## config.mk

```make
export PLATFORM = sky130hd
export DESIGN_NAME = morse_encoder
export DESIGN_NICKNAME = d
export VERILOG_FILES = /design/src/rtl/morse_encoder.sv
export SDC_FILE = /design/constraint.sdc
export NUM_CORES = 1
export LEC_CHECK = 0
export CAP_MARGIN = 20
export CORE_MARGIN = 2
export CORE_UTILIZATION = 65
export DETAILED_ROUTE_END_ITERATION = 12
export PLACE_DENSITY = 0.86
export SYNTH_ARGS = -nofsm -noshare
export SYNTH_HDL_FRONTEND = slang
export SYNTH_SLANG_ARGS = --single-unit
```

## constraint.sdc

```tcl
create_clock -name clock -period 4.2 [get_ports clock]
set_clock_uncertainty 0.1 [all_clocks]
set_input_delay 0.42 -clock clock [delete_from_list [all_inputs] [get_ports clock]]
set_output_delay 0.42 -clock clock [all_outputs]
set_load 0.01 [all_outputs]
```

## src/rtl/morse_encoder.sv

```systemverilog
// Morse letter serialiser (S..Z) driving a single LED, one unit = TICK_CYCLES clocks.
// Optional trailing inter-letter gap of three units is enabled by defining MORSE_TRAILING_GAP_EN.
module morse_encoder #(
    parameter int unsigned TICK_CYCLES = 25000000,
    parameter int unsigned CNT_W       = 32
) (
    input  logic       clock,
    input  logic       reset,
    input  logic       start,
    input  logic [2:0] letter_sel,
    output logic       led,
    output logic       busy,
    output logic       done
);

`ifdef MORSE_TRAILING_GAP_EN
    typedef enum logic [1:0] {IDLE = 2'd0, SHIFT = 2'd1, GAP = 2'd2} state_t;
    localparam logic [CNT_W-1:0] GAP_LOAD = CNT_W'(32'd3 * TICK_CYCLES - 32'd1);
`else
    typedef enum logic [1:0] {IDLE = 2'd0, SHIFT = 2'd1} state_t;
`endif

    localparam logic [CNT_W-1:0] UNIT_LOAD = CNT_W'(TICK_CYCLES - 32'd1);
    localparam logic [CNT_W-1:0] CNT_ZERO  = {CNT_W{1'b0}};
    localparam logic [CNT_W-1:0] CNT_ONE   = {{(CNT_W-1){1'b0}}, 1'b1};

    state_t      state_r, state_s;
    logic [12:0] shreg_r, shreg_s;
    logic [3:0]  remain_r, remain_s;
    logic [CNT_W-1:0] cnt_r, cnt_s;
    logic        busy_r, busy_s;
    logic        done_r, done_s;

    // Left-aligned on/off unit pattern for each letter; the MSB is the first unit sent.
    function automatic logic [12:0] pattern_of(input logic [2:0] sel);
        logic [12:0] p;
        case (sel)
            3'd0:    p = 13'b1010100000000;
            3'd1:    p = 13'b1110000000000;
            3'd2:    p = 13'b1010111000000;
            3'd3:    p = 13'b1010101110000;
            3'd4:    p = 13'b1011101110000;
            3'd5:    p = 13'b1110101011100;
            3'd6:    p = 13'b1110101110111;
            3'd7:    p = 13'b1110111010100;
            default: p = 13'b0000000000000;
        endcase
        return p;
    endfunction

    // Number of units occupied by each letter's pattern.
    function automatic logic [3:0] length_of(input logic [2:0] sel);
        logic [3:0] n;
        case (sel)
            3'd0:    n = 4'd5;
            3'd1:    n = 4'd3;
            3'd2:    n = 4'd7;
            3'd3:    n = 4'd9;
            3'd4:    n = 4'd9;
            3'd5:    n = 4'd11;
            3'd6:    n = 4'd13;
            3'd7:    n = 4'd11;
            default: n = 4'd0;
        endcase
        return n;
    endfunction

    // Next-state, datapath and output decode.
    always_comb begin
        state_s  = state_r;
        shreg_s  = shreg_r;
        remain_s = remain_r;
        cnt_s    = cnt_r;
        busy_s   = busy_r;
        done_s   = 1'b0;
        case (state_r)
            IDLE: begin
                busy_s = 1'b0;
                if (start) begin
                    shreg_s  = pattern_of(letter_sel);
                    remain_s = length_of(letter_sel);
                    cnt_s    = UNIT_LOAD;
                    busy_s   = 1'b1;
                    state_s  = SHIFT;
                end else begin
                    shreg_s = 13'd0;
                end
            end
            SHIFT: begin
                if (cnt_r != CNT_ZERO) begin
                    cnt_s = cnt_r - CNT_ONE;
                end else if (remain_r > 4'd1) begin
                    shreg_s  = {shreg_r[11:0], 1'b0};
                    remain_s = remain_r - 4'd1;
                    cnt_s    = UNIT_LOAD;
                end else begin
                    // Clearing the shifter forces the LED dark once the pattern is spent.
                    shreg_s  = 13'd0;
                    remain_s = 4'd0;
`ifdef MORSE_TRAILING_GAP_EN
                    cnt_s    = GAP_LOAD;
                    state_s  = GAP;
`else
                    busy_s   = 1'b0;
                    done_s   = 1'b1;
                    state_s  = IDLE;
`endif
                end
            end
`ifdef MORSE_TRAILING_GAP_EN
            GAP: begin
                if (cnt_r != CNT_ZERO) begin
                    cnt_s = cnt_r - CNT_ONE;
                end else begin
                    busy_s  = 1'b0;
                    done_s  = 1'b1;
                    state_s = IDLE;
                end
            end
`endif
            default: begin
                state_s  = IDLE;
                shreg_s  = 13'd0;
                remain_s = 4'd0;
                cnt_s    = CNT_ZERO;
                busy_s   = 1'b0;
            end
        endcase
    end

    // State and datapath registers with synchronous reset.
    always_ff @(posedge clock) begin
        if (reset) begin
            state_r  <= IDLE;
            shreg_r  <= 13'd0;
            remain_r <= 4'd0;
            cnt_r    <= CNT_ZERO;
            busy_r   <= 1'b0;
            done_r   <= 1'b0;
        end else begin
            state_r  <= state_s;
            shreg_r  <= shreg_s;
            remain_r <= remain_s;
            cnt_r    <= cnt_s;
            busy_r   <= busy_s;
            done_r   <= done_s;
        end
    end

    assign led  = shreg_r[12];
    assign busy = busy_r;
    assign done = done_r;

endmodule

```

==> results_dict.tcl <==
set metrics [dict create \
    drive_above_1_share_pct 9.64 \
    syn_to_final_growth_pct 6.96 \
    cp_cell_sequence "or4_1 > or3_1 > o41ai_2 > o21ba_2 > o21a_1" \
    numPortBuffers 8 \
    clockRootBuffer "clkbuf_8" \
    syn-cell-area_um2 2810 \
    grt_overflow 0 \
    multiInputGateArea_um2 1640 \
    start_util_pct 68.6 \
    cts.sinks 52 \
    cp_top_family "compound AO/OA/AOI/OAI gates" \
    mostFrequentLayoutCells "dfxtp_1, nor2_1, or4_1, nor3_1, or3_1" \
    dpl.hpwl_um 4550 \
    p_leak_nw 1.02 \
    fmax_ghz 0.327 \
    worst_slack_ns 1.15 \
    drt_first_pass_iters 5 \
    tritoncts "done" \
    register_area_um2 1040 \
    wire_per_inst_um 17.6 \
    finalHoldViolCount 0 \
    die_w_um 69.7 \
    drt-total-wl_um 6730 \
    maxCapViolCount 0 \
    status "complete, no violations" \
    htreeDepth 2 \
    coreArea_um2 4090 \
    antenna_cells 0 \
    ctsResizeCount 0 \
    drv_slew 0 \
    cp.required_ns 4.32 \
    finalCritPeriodShare_pct 72.7 \
    clk_pin_slew_worst_paths_ns 0.09 \
    cts_made_buffers 5 \
    syn_inst 332 \
    ctsHoldBuffers 0 \
    crit_path_start_kind "flop" \
    fin_tns_setup_ns 0 \
    place_congestion 0.871 \
    clock_latency_ns 0.32 \
    crit_type "reg -> reg" \
    crit_arrival_ns 3.18 \
    synth-edff-count 0 \
    seq_area_frac_synth_pct 37.1 \
    cp.buffers_inverters 0 \
    p_per_area_nw_per_um2 350 \
    grt_pass1_wl_um 11300 \
    relSlewSlack_pct 40.4 \
    drc_errors 0 \
    syn-mean-instance-area_um2 8.45 \
    dieArea_um2 4860 \
    die_y_um 69.7 \
    irDropWorstVdd_mv 0.237 \
    vias 2691 \
    final_common_cell "dfxtp_1" \
    nFillCells 310 \
    grt_pass1_vias 2418 \
    viasPerCell 7.04 \
    synthDistinctLibCells 49 \
    critical-path-max-stage-delay_ns 0.88 \
    synth_nets 346 \
    crit_slowest_cell "o41ai_2" \
    rsz0062_at_grt "false" \
    drtAntennaViolNets 0 \
    dp_slack_ns 1.18 \
    min_period_ns 3.05 \
    fp-row-count 23 \
    nets 346 \
    synth_ff_type "dfxtp_1" \
    synthArstFlopShare_pct 0 \
    hold_path.class "reg -> reg" \
    clockBufferDepth 2 \
    cts_setup_buffers 0 \
    critPathCaptureType "flop" \
    grt_max_degree 41 \
    track_usage_pct 28.6 \
    setup_viol 0 \
    cp_max_fo 11 \
    io_pins 9 \
    worst_pin_slew_ns 0.886 \
    drt_iter0_markers 386 \
    synth_warnings 0 \
    synth_seq_cells 52 \
    antenna_found_initial 0 \
]
## cell type report
type                            count  share of cell area, %
Sequential cell                    52                   34.7
Clock inverter                      1                  0.167
Clock buffer                        6                   2.42
Inverter                           11                   1.38
Timing Repair Buffer               16                   4.67
Multi-Input combinational cell    246                   54.6
Tap cell                           50                   2.09
## through the flow
step / utilization, % / cell area [um^2] / hold slack (ns) / cells / power [mW]
floorplan: - / 2810 / 0.346 / 332 / 0.718
global route: 73.4 / 3000 / 0.403 / 382 / 1.10
detailed placement: 71.3 / 2920 / 0.375 / 374 / 0.774
finish: 73.4 / 3000 / 0.385 / 382 / 1.05
global placement: 71.3 / 2920 / 0.367 / 374 / 0.765
CTS: 73.2 / 2990 / 0.388 / 381 / 1.04
## power breakdown
part	leakage (nW)	switching, mW	total, mW	internal, mW
registers	0.428	0.0301	0.555	0.525
logic	0.548	0.134	0.214	0.0801
clock network	0.0410	0.167	0.281	0.114
total	1.02	0.331	1.05	0.719
## cell families (layout without fill, tap and decap cells)
family / count (synthesis) / in the layout / share of synthesized area [%]
and+or+nand+nor: 136 / 136 / 28.1
AOI/OAI and AO/OA: 97 / 97 / 24.5
DFF: 52 / 52 / 37.1
buffers and inverters: 34 / 34 / 4.82
adders and majority gates: 8 / 8 / 3.57
muxes: 5 / 5 / 1.87
## tightest hold or removal path: cells and delay by family, from the launching register on
family | cells | cell delay (ns)
DFF | 1 | 0.33
AOI/OAI and AO/OA | 2 | 0.12
## cells in the mapped netlist, types with 11 or more instances
library cell	instances	area share, %
o31ai_1	13	3.5
o21ai_0	14	2.5
nand2_1	13	1.7
nor2_1	27	3.6
or3_1	17	3.8
nor3_1	19	3.4
dfxtp_1	52	37
a31oi_1	16	3.6
a21oi_1	15	2.7
clkbuf_1	16	2.1
inv_1	11	1.5
or4_1	19	5.1
## layer usage
layer  routed length [um]  vias to the layer above  track usage [%]
li1                     -                     1300                -
met5                    0                        -                0
met3                  384                       18             5.23
met2                 3310                       95             47.6
met1                 2870                     1278             36.1
met4                  164                        0             12.8
## registers in the layout (all words and copies together) (netlist names)
signal	count
busy	1
state_r	1
done	1
shreg_r	13
cnt_r	32
remain_r	4
## path summary, 6_finish.rpt
path / slack, ns / endpoint / from / depth (start not counted)
worst min register to register: 0.38 / cnt_r[8] / cnt_r[8] / 2
worst min-delay path: 0.38 / cnt_r[8] / cnt_r[8] / 2
worst max-delay path: 1.15 / cnt_r[3] / cnt_r[5] / 5
worst max register to register: 1.15 / cnt_r[3] / cnt_r[5] / 5
Note: power is estimated with default switching activity, not from simulation.
